[src/rtl/gps_pkg.sv]
// Shared constants and helpers for the GPS receiver service-request path.
package gps_pkg;

   localparam int CHANS_DEF = 12;
   localparam int REP_W_DEF = 16;
   localparam int OVR_W_DEF = 4;

   // Width of the snapshot word: pending bit, overrun count and replica per channel.
   function automatic int snap_w(input int chans, input int rep_w, input int ovr_w);
      return chans * (1 + ovr_w + rep_w);
   endfunction

   // The host request sits just above the channel flags.
   function automatic int host_bit(input int chans);
      return chans;
   endfunction

endpackage

[src/rtl/srq_ovr_counter.sv]
// One saturating overrun counter.
// Priority: mask clear > snapshot clear (or set-to-1 if incrementing) > increment.
module srq_ovr_counter
   import gps_pkg::*;
#(
   parameter int OVR_W = OVR_W_DEF
) (
   input  logic             clk,
   input  logic             rst_n,
   input  logic             mask_clr_i,
   input  logic             snap_clr_i,
   input  logic             inc_i,
   output logic [OVR_W-1:0] count_o
);

   localparam logic [OVR_W-1:0] SAT = '1;

   logic [OVR_W-1:0] count_q, count_d;

   // Next count: clears first, then a saturating increment.
   always_comb begin
      count_d = count_q;
      if (mask_clr_i) begin
         count_d = '0;
      end else if (snap_clr_i) begin
         count_d = inc_i ? OVR_W'(1) : '0;
      end else if (inc_i && (count_q != SAT)) begin
         count_d = count_q + OVR_W'(1);
      end
   end

   // Counter register.
   always_ff @(posedge clk or negedge rst_n) begin
      if (!rst_n) begin
         count_q <= '0;
      end else begin
         count_q <= count_d;
      end
   end

   assign count_o = count_q;

endmodule

[src/rtl/srq_snapshot_unit.sv]
// Service-request collector and replica snapshot unit.
// Pulses are held in sticky noted flags, masked into an MSB-first SRQ shifter,
// and a coherent {pending, overrun counts, replicas} word is captured into a
// second shifter for serial readout. Load and shift strobes of the two
// shifters are independent; load wins over shift within one shifter.
module srq_snapshot_unit
   import gps_pkg::*;
#(
   parameter int CHANS = CHANS_DEF,
   parameter int REP_W = REP_W_DEF,
   parameter int OVR_W = OVR_W_DEF
) (
   input  logic                   clk,
   input  logic                   rst_n,
   input  logic [CHANS-1:0]       chan_srq,
   input  logic                   host_srq,
   input  logic                   mask_wr,
   input  logic [CHANS-1:0]       mask_din,
   input  logic [CHANS*REP_W-1:0] replicas,
   input  logic                   load_srq,
   input  logic                   shift_srq,
   input  logic                   load_snap,
   input  logic                   shift_snap,
   output logic                   ser_srq,
   output logic                   ser_snap,
   output logic [CHANS-1:0]       chan_mask,
   output logic                   irq
);

   localparam int HOST_BIT = host_bit(CHANS);
   localparam int FLAG_W   = CHANS + 1;
   localparam int SNAP_W   = snap_w(CHANS, REP_W, OVR_W);

   logic [FLAG_W-1:0]      flags, eff_mask;
   logic [FLAG_W-1:0]      noted_q, noted_d;
   logic [FLAG_W-1:0]      srq_shift_q, srq_shift_d;
   logic [CHANS-1:0]       chan_mask_q, chan_mask_d;
   logic [CHANS-1:0]       pending, ovr_inc, ovr_mask_clr;
   logic [CHANS*OVR_W-1:0] ovr_flat;
   logic [SNAP_W-1:0]      snapshot_q, snapshot_d;
   logic                   irq_q, irq_d;

   assign flags    = {host_srq, chan_srq};
   assign eff_mask = {1'b1, chan_mask_q};
   assign pending  = chan_srq | noted_q[CHANS-1:0];

   // A repeat epoch on a still-noted, unmasked channel is an overrun; the
   // cycle that opens a new noted window never counts.
   assign ovr_inc      = chan_srq & noted_q[CHANS-1:0] & chan_mask_q & {CHANS{~load_srq}};
   assign ovr_mask_clr = {CHANS{mask_wr}} & ~mask_din;

   // Per-channel overrun counters; channel i lands at ovr_flat[i*OVR_W +: OVR_W].
   for (genvar i = 0; i < CHANS; i++) begin : g_ovr
      srq_ovr_counter #(
         .OVR_W(OVR_W)
      ) u_ovr (
         .clk       (clk),
         .rst_n     (rst_n),
         .mask_clr_i(ovr_mask_clr[i]),
         .snap_clr_i(load_snap),
         .inc_i     (ovr_inc[i]),
         .count_o   (ovr_flat[i*OVR_W +: OVR_W])
      );
   end

   // Next-state for noted flags, both shifters, mask and interrupt.
   always_comb begin
      noted_d     = load_srq ? flags : (noted_q | flags);
      srq_shift_d = srq_shift_q;
      if (load_srq) begin
         srq_shift_d = noted_q & eff_mask;
      end else if (shift_srq) begin
         srq_shift_d = srq_shift_q << 1;
      end
      snapshot_d = snapshot_q;
      if (load_snap) begin
         snapshot_d = {pending, ovr_flat, replicas};
      end else if (shift_snap) begin
         snapshot_d = snapshot_q << 1;
      end
      chan_mask_d = mask_wr ? mask_din : chan_mask_q;
      irq_d       = |(noted_d & eff_mask);
   end

   // State registers.
   always_ff @(posedge clk or negedge rst_n) begin
      if (!rst_n) begin
         noted_q     <= '0;
         srq_shift_q <= '0;
         snapshot_q  <= '0;
         chan_mask_q <= '0;
         irq_q       <= 1'b0;
      end else begin
         noted_q     <= noted_d;
         srq_shift_q <= srq_shift_d;
         snapshot_q  <= snapshot_d;
         chan_mask_q <= chan_mask_d;
         irq_q       <= irq_d;
      end
   end

   assign ser_srq   = srq_shift_q[HOST_BIT];
   assign ser_snap  = snapshot_q[SNAP_W-1];
   assign chan_mask = chan_mask_q;
   assign irq       = irq_q;

endmodule
[config.mk]
export PLATFORM = sky130hd
export DESIGN_NAME = srq_snapshot_unit
export DESIGN_NICKNAME = d
export VERILOG_FILES = /design/src/rtl/gps_pkg.sv /design/src/rtl/srq_ovr_counter.sv /design/src/rtl/srq_snapshot_unit.sv
export SDC_FILE = /design/constraint.sdc
export NUM_CORES = 1
export LEC_CHECK = 0
export CORE_MARGIN = 2
export CORE_UTILIZATION = 40
export CTS_CLUSTER_SIZE = 12
export DETAILED_ROUTE_END_ITERATION = 6
export GPL_TIMING_DRIVEN = 0
export PLACE_DENSITY = 0.68
export SLEW_MARGIN = 15
export SYNTH_ARGS = -nofsm -noshare
export SYNTH_HDL_FRONTEND = slang
export SYNTH_HIERARCHICAL = 1
export SYNTH_SLANG_ARGS = --single-unit
[constraint.sdc]
create_clock -name clk -period 1.4 [get_ports clk]
set_input_delay 0.28 -clock clk [delete_from_list [all_inputs] [get_ports clk]]
set_output_delay 0.28 -clock clk [all_outputs]
set_load 0.005 [all_outputs]
Word level (Yosys, flattened, before mapping)
Index checks and enable logic that the tools add are counted.

word-level totals
  register bits after elaboration = 339
  bits of input ports = 224
  output and inout port bits = 15
  word-level logic and storage cells = 131

cells by class
  add/sub/neg operators = 12
  eq/ne operators = 12
  muxes and demuxes = 53
  bitwise logic cells = 10
  reductions and logical operators = 27

operator list
  cell                   count
  $mux W252              2
  $mux W4                36
  $add A4 B1 Y4 const B  12
  $and A12 B12 Y12       4
  $ne A4 B4 Y1 const B   12
  $mux W13               3
  $reduce_bool A3 Y1     12
  $and A13 B13 Y13       2
  $or A13 B13 Y13        1
  $reduce_or A13 Y1      1
  $logic_and A1 B1 Y1    12
  $mux W1                12
  $not A12 Y12           1
  $or A12 B12 Y12        1
  $reduce_bool A2 Y1     2
  $not A1 Y1             1

Depth between registers and ports, before layout
Gate-level depths: netlist of the first run.

  word-level depth = 7
  gate-level depth with buffers = 8

Cells and area by module
The synthesis of the first run kept the hierarchy.

by module, submodules not included
  module             instances  cells an instance  area each (um^2)  seq. area each (um^2)
  srq_snapshot_unit  1          1253               13208.9           7282.0
  srq_ovr_counter    12         22                 217.7             100.1

Worst setup path before layout of the first run
OpenSTA, ideal clock, no wires.

  path type = input -> register
  from = input port mask_wr
  to = register g_ovr[0].u_ovr.count_q[0]
  data arrival time = 1.438 ns
  data required time = 1.273 ns
  path slack = -0.165 ns
  stages = 6
  buffers on the path = 2
  cell sequence = clkbuf_1 > clkbuf_1 > nor2b_1 > nor2_1 > and2_1 > o2bb2ai_1

on the way
  longest elaborated chain between the ends = 2
  elaborated cells between the ends (all ways) = 3

RTL lines
  item                                                            RTL line                 source
  from (decl)                                                     srq_snapshot_unit.sv:17  input logic mask_wr,
  $and A12 B12 Y12 (*)                                            srq_snapshot_unit.sv:50  assign ovr_mask_clr = {CHANS{mask_wr}} & ~mask_din;
  via ovr_mask_clr[0]                                             srq_snapshot_unit.sv:38  logic [CHANS-1:0] pending, ovr_inc, ovr_mask_clr;
  $reduce_bool A3 Y1 (no source line) or $mux W4 (tied branches)  -
  to (signal assigned)                                            srq_ovr_counter.sv:37    count_q <= count_d;
  to (decl)                                                       srq_ovr_counter.sv:18    logic [OVR_W-1:0] count_q, count_d;

The timed path passes the listed nets; every way through them passes the cells marked *.
A chain may end at the register's enable or synchronous reset.

Worst setup path in the final report of the first run
  from = register noted_q[9]
  to = register irq_q, in the netlist irq

on the way
  longest elaborated chain between the ends = 4

RTL lines
  item                    RTL line                 source
  from (decl)             srq_snapshot_unit.sv:35  logic [FLAG_W-1:0] noted_q, noted_d;
  from (signal assigned)  srq_snapshot_unit.sv:94  noted_q <= noted_d;
  $or A13 B13 Y13         srq_snapshot_unit.sv:68  noted_d = load_srq ? flags : (noted_q | flags);
  $mux W13                srq_snapshot_unit.sv:68
  via noted_d[9]          srq_snapshot_unit.sv:35
  $and A13 B13 Y13        srq_snapshot_unit.sv:82  irq_d = |(noted_d & eff_mask);
  $reduce_or A13 Y1       srq_snapshot_unit.sv:82
  via irq_d               srq_snapshot_unit.sv:41  logic irq_q, irq_d;
  to (signal assigned)    srq_snapshot_unit.sv:98  irq_q <= irq_d;
  to (decl)               srq_snapshot_unit.sv:41

The timed path passes the listed nets, and every way through them passes these cells.

==> results of run 1 <==
## routing by layer
metal | up-vias | share of wire [%]
li1 | 5976 | -
met1 | 5901 | 47
met2 | 307 | 45
met3 | 51 | 5.9
met4 | 4 | 1.6
met5 | - | 0.074
## synthesized netlist by cell type
master,n
dfrtp_1,339
nand2_1,278
mux2i_1,263
o21ai_1,253
clkbuf_1,58
a21oi_1,37
buf_2,34
nand3_1,25
and4_1,24
nor2_1,24
nor2b_1,24
a21o_1,14
a211oi_1,12
a31oi_1,12
and2_1,12
ha_1,12
inv_2,12
nand4_1,12
nor4_2,12
o21ai_0,12
o2bb2ai_1,12
o31ai_1,12
mux2_2,8
mux2_1,4
a22o_1,2
a22oi_1,2
buf_1,2
buf_6,2
a221o_1,1
inv_4,1
nand2b_1,1
or3_1,1
## layout make-up
| class | instances | area (sq um) | share of cell area, % |
|---|---|---|---|
| plain buffers | 95 | 480.5 | 2.355 |
| clock buffers | 60 | 1197 | 5.868 |
| clock inverters | 10 | 107.6 | 0.5273 |
| inverters | 13 | 56.30 | 0.2759 |
| multi-input cells | 1069 | 6929 | 33.96 |
| flip-flops and latches | 339 | 8488 | 41.60 |
| well taps | 518 | 648.1 | 3.176 |
| repair buffers | 254 | 2497 | 12.24 |
## final timing paths
check,to,slack [ns],cells past startpoint
max,irq,-0.09,4
min in group asynchronous,snapshot_q[129],0.33,2
min,srq_shift_q[3],0.04,3
min reg2reg,srq_shift_q[12],0.51,2
max in group asynchronous,snapshot_q[178],0.19,3
max reg2reg,irq,-0.09,4
## cell families after synthesis
| logic type | count (synthesis) | synth area share (%) |
|---|---|---|
| AOI/OAI and AO/OA | 369 | 12.76 |
| buffers and inverters | 109 | 2.966 |
| DFF | 339 | 53.62 |
| muxes | 275 | 17.49 |
| adders and majority gates | 12 | 0.9490 |
| and+or+nand+nor | 413 | 12.21 |
## worst max-delay path: cells and delay by family, from the launching register on
family           cells  cell delay [ns]
flip-flops           1             0.39
AO/OA/AOI/OAI        3             0.66
AND/OR/NAND/NOR      1             0.32
## state kept, by name (all words and copies together) (netlist names)
| name | cells |
|---|---|
| noted_q | 13 |
| srq_shift_q | 13 |
| irq | 1 |
| g_ovr.u_ovr/count_o | 48 |
| snapshot_q | 252 |
| chan_mask | 12 |
## power breakdown
part | internal (mW) | switching [mW] | total [mW] | leakage [nW]
clock network | 6.26 | 3.97 | 10.2 | 0.648
registers | 10.6 | 0.447 | 11.0 | 4.25
logic | 1.58 | 1.56 | 3.15 | 4.36
total | 18.4 | 5.98 | 24.4 | 9.25
## what timing repair did
item,4_1_cts,5_1_grt
endpoints found under the setup margin,268,388
pin swaps,0,2
gates resized for setup,70,47
setup buffers,14,1
endpoints found under the hold margin,91,0
hold buffers,1,0
==> metrics.cfg, run 1 <==
[synth]
synth_cell_type_count = 32
ys_seq_area_share_pct = 53.62
netlist_area_sq_mm = 0.01582
synth_top_area_cell = dfrtp_1
syn_avg_cell_area_sq_um = 10.43
yosysWarnings = 6
syn_nets = 1753
syn_inst = 1517
ys_seq_elements = 339
ys_top_cells_by_area = dfrtp_1, mux2i_1, o21ai_1
synth_top_area_share_pct = 53.62

[cells_and_area]
layout_common_cells = dfrtp_1, nand2_1, mux2i_1, o21ai_1, clkdlybuf4s50_1
synthToLayoutAreaGrowth_pct = 28.97
layout.cells.non_filler = 2358
drive_gt1_share_pct = 11.96
nets = 2047
n_antenna_cell = 0
fin_area_sq_mm = 0.02040
final_common_cell = dfrtp_1
final_util_pct = 52.55
fill_cells = 3490

[timing]
fin_crit_ns = 1.488
slew_viol_final = 0
fmax_ghz = 0.6719
whs_ns = 0.03528
tightest_slew_ns = 0.6093
clock_skew_ns = 0.01052
rsz0062_at_grt = yes
slew_headroom_pct = 59.38
setup_viol = 1
hold_viol = 0
post-route-period-util_pct = 106.3
fin_setup_tns_ns = -0.08826
layout_setup_ws_ns = -0.08826

[min_path]
hold_path.class = input port to flip-flop
hp-start = load_srq

[global_routing]
grt_pass1_vias = 12410
grt_use_total_pct = 18.91
antenna_found_initial = 2
gr-usage-met3_pct = 3.499
use_met2_pct = 30.11
grt_pass1_wl_mm = 63.84
grt_max_degree = 100
busiest_layer = met2
met1_usage_pct = 26.91
overflow = 0

[setup_path]
cpPeakStageDelay_ns = 0.39
critPathSlowestCell = dfrtp_1
cp_cell_sequence = a21o_1 -> a22o_1 -> a221o_1 -> or3_1
cp-start-kind = flip-flop
worst_setup_path_end_kind = flip-flop
cp.required_ns = 1.80
critPathKind = flip-flop to flip-flop
startpoint = noted_q[9]
r2r_start = noted_q[9]
cp_max_fo = 2
arrival_ns = 1.89

[placement]
place_area_sq_mm = 0.01899
gp_congestion = 0.8200
hpwl_mm = 27.87
io_buffers = 234
post-place-ws_ns = -1.183
dp_cells = 2273

[floorplanning]
core_area_sq_mm = 0.03883
pin_count = 239
die_h_um = 202.9
die-area_sq_mm = 0.04116
dieWidth_um = 202.9
row_count = 72
initial_core_util_pct = 40.75

[routing]
drt_first_pass_iters = 5
vias = 12240
wl_mm = 39.07
drcViolationCount = 0
ant_nets = 0
wl_per_cell_um = 16.57
viasPerCell = 5.190
drt_iter0_markers = 595

[cts]
cts_root_buf = clkbuf_16
clock_latency_ns = 0.53
numCtsBuffers = 39
cts_sinks = 339
h-tree-depth = 2
ctsLongestPathBuffers = 3
clk_pin_slew_ns = 0.06
cts_tree = yes

[power]
ir_drop_mv = 0.8063
power_density_mw_per_mm2 = 1196
power.leakage_nw = 9.249
power_mw = 24.40

[flow_run]
max_cap_viol_count = 0

[outcome]
violations = negative setup slack
outcome = complete, but fails checks

(Power assumes the default switching activity.)
==> inputs of run 2 (changes only) <==
Settings changed: CORE_UTILIZATION 40 to 49, PLACE_DENSITY 0.68 to 0.8.
==> run 2 against run 1 <==
The flow finishes with violations (negative hold slack, negative setup slack). Power fell by 3.7%. Final cell count fell by 5.0%. Setup slack got worse by 0.042 ns. Design area fell by 1.4%. Non-clock buffer count fell by 1. Utilization rose by 11 points. Sequential cell count did not move. Clock skew fell by 0.0030 ns. Sequential power barely moved. Critical path type unchanged. Largest power group unchanged.
==> metrics.cfg, run 2 (same netlist as run 1, synthesis figures left out) <==
[placement]
dp_cells = 2156
gp_congestion = 0.8403
io_buffers = 234
hpwl_mm = 27.46

[timing]
fmax_ghz = 0.6537
fin_setup_tns_ns = -0.1298
setup_viol = 1
hold_viol = 64
fin_crit_ns = 1.530
rsz0062_at_grt = yes
post-route-period-util_pct = 109.3
tightest_slew_ns = 0.6225
layout_setup_ws_ns = -0.1298
whs_ns = -0.2829
slew_viol_final = 0
slew_headroom_pct = 58.50
clock_skew_ns = 0.007483

[cells_and_area]
seqCellArea_sq_mm = 0.008487
layout.cells.non_filler = 2239
largest-register = snapshot_q
synthToLayoutAreaGrowth_pct = 27.20
nets = 2044
multi_input_comb_area_sq_mm = 0.006925
largest_reg_flops = 252
drive_gt1_share_pct = 11.45
layout_common_cells = dfrtp_1, nand2_1, mux2i_1, o21ai_1, clkdlybuf4s50_1
final_common_cell = dfrtp_1
fill_cells = 2454

[routing]
wl_mm = 38.33
drcViolationCount = 0
vias = 12330
drt_iter0_markers = 722
drt_first_pass_iters = 5
wl_per_cell_um = 17.12
viasPerCell = 5.505
ant_nets = 0

[global_routing]
grt_pass1_vias = 12520
grt_max_degree = 101
grt_use_total_pct = 22.74
antenna_found_initial = 3
grt_pass1_wl_mm = 62.49
overflow = 0

[setup_path]
arrival_ns = 1.91
cp.required_ns = 1.78
critPathKind = flip-flop to flip-flop
cp_max_fo = 2
worst_setup_path_end_kind = flip-flop
cp-start-kind = flip-flop

[cts]
clk_pin_slew_ns = 0.06
cts_tree = yes
numCtsBuffers = 37
clock_latency_ns = 0.51
cts_root_buf = clkbuf_16
h-tree-depth = 2
ctsLongestPathBuffers = 3
cts_sinks = 339

[power]
ir_drop_mv = 0.6915
power.leakage_nw = 9.179
power_mw = 23.50
power_density_mw_per_mm2 = 1168

[floorplanning]
row_count = 65
dieWidth_um = 183.7
pin_count = 239
initial_core_util_pct = 50.01
core_area_sq_mm = 0.03164
die-area_sq_mm = 0.03374
die_h_um = 183.7

[flow_run]
max_cap_viol_count = 0

[min_path]
hold_path.class = input port to async pin

[outcome]
violations = negative hold slack, negative setup slack
outcome = complete, but fails checks

run 2: routing by layer:
layer / up-vias / track usage [%] / routed length, um
li1: 5972 / - / -
met1: 5963 / 30.13 / 17020
met2: 327 / 38.26 / 18040
met3: 62 / 4.873 / 2505
met4: 2 / 5.600 / 749
met5: - / 0 / 13
run 2: layout make-up:
class / count / area share, %
Multi-Input combinational cell: 1069 / 34.41
Inverter: 13 / 0.2798
Tap cell: 402 / 2.499
Timing Repair Buffer: 252 / 12.31
Sequential cell: 339 / 42.17
Antenna cell: 3 / 0.03730
Clock buffer: 57 / 5.434
Clock inverter: 8 / 0.3420
Buffer: 96 / 2.512
run 2: power breakdown:
part | switching, mW | internal (mW)
Sequential | 0.461 | 10.6
Combinational | 1.55 | 1.58
Clock | 3.77 | 5.56
Total | 5.78 | 17.7
run 2: final timing paths:
kind                              from        endpoint  slack [ns]  cells past startpoint
min reg2reg                noted_q[12]     noted_q[12]        0.53                      1
min in group clk              load_srq  srq_shift_q[3]        0.06                      3
max in group asynchronous        rst_n    chan_mask[4]        0.34                      3
min                              rst_n  snapshot_q[51]       -0.28                      1
max                         noted_q[9]             irq       -0.13                      4
max reg2reg                 noted_q[9]             irq       -0.13                      4
run 2: through the flow:
stage | setup WS, ns | hold slack (ns) | util (%) | instance area, sq um
after floorplan | -0.01488 | -0.01559 | - | 15900
after global placement | -14.24 | 0.4846 | 59.26 | 18750
after detailed placement | -1.550 | 0.2637 | 59.52 | 18830
after CTS | -0.1097 | -0.2779 | 63.65 | 20140
after global routing | -0.1592 | -0.2567 | 63.59 | 20120
final | -0.1298 | -0.2829 | 63.61 | 20120
run 2: repair_timing:
item / CTS / global route
setup buffers: 14 / 1
gates resized for setup: 75 / 23
endpoints found under the hold margin: 64 / 64
endpoints found under the setup margin: 268 / 77
run 2: worst max-delay path, stage by stage, from the launching register on:
cell and delay (ns):
dfrtp_1 0.39, a21o_1 0.20, a22o_1 0.24, a221o_1 0.26, or3_1 0.32
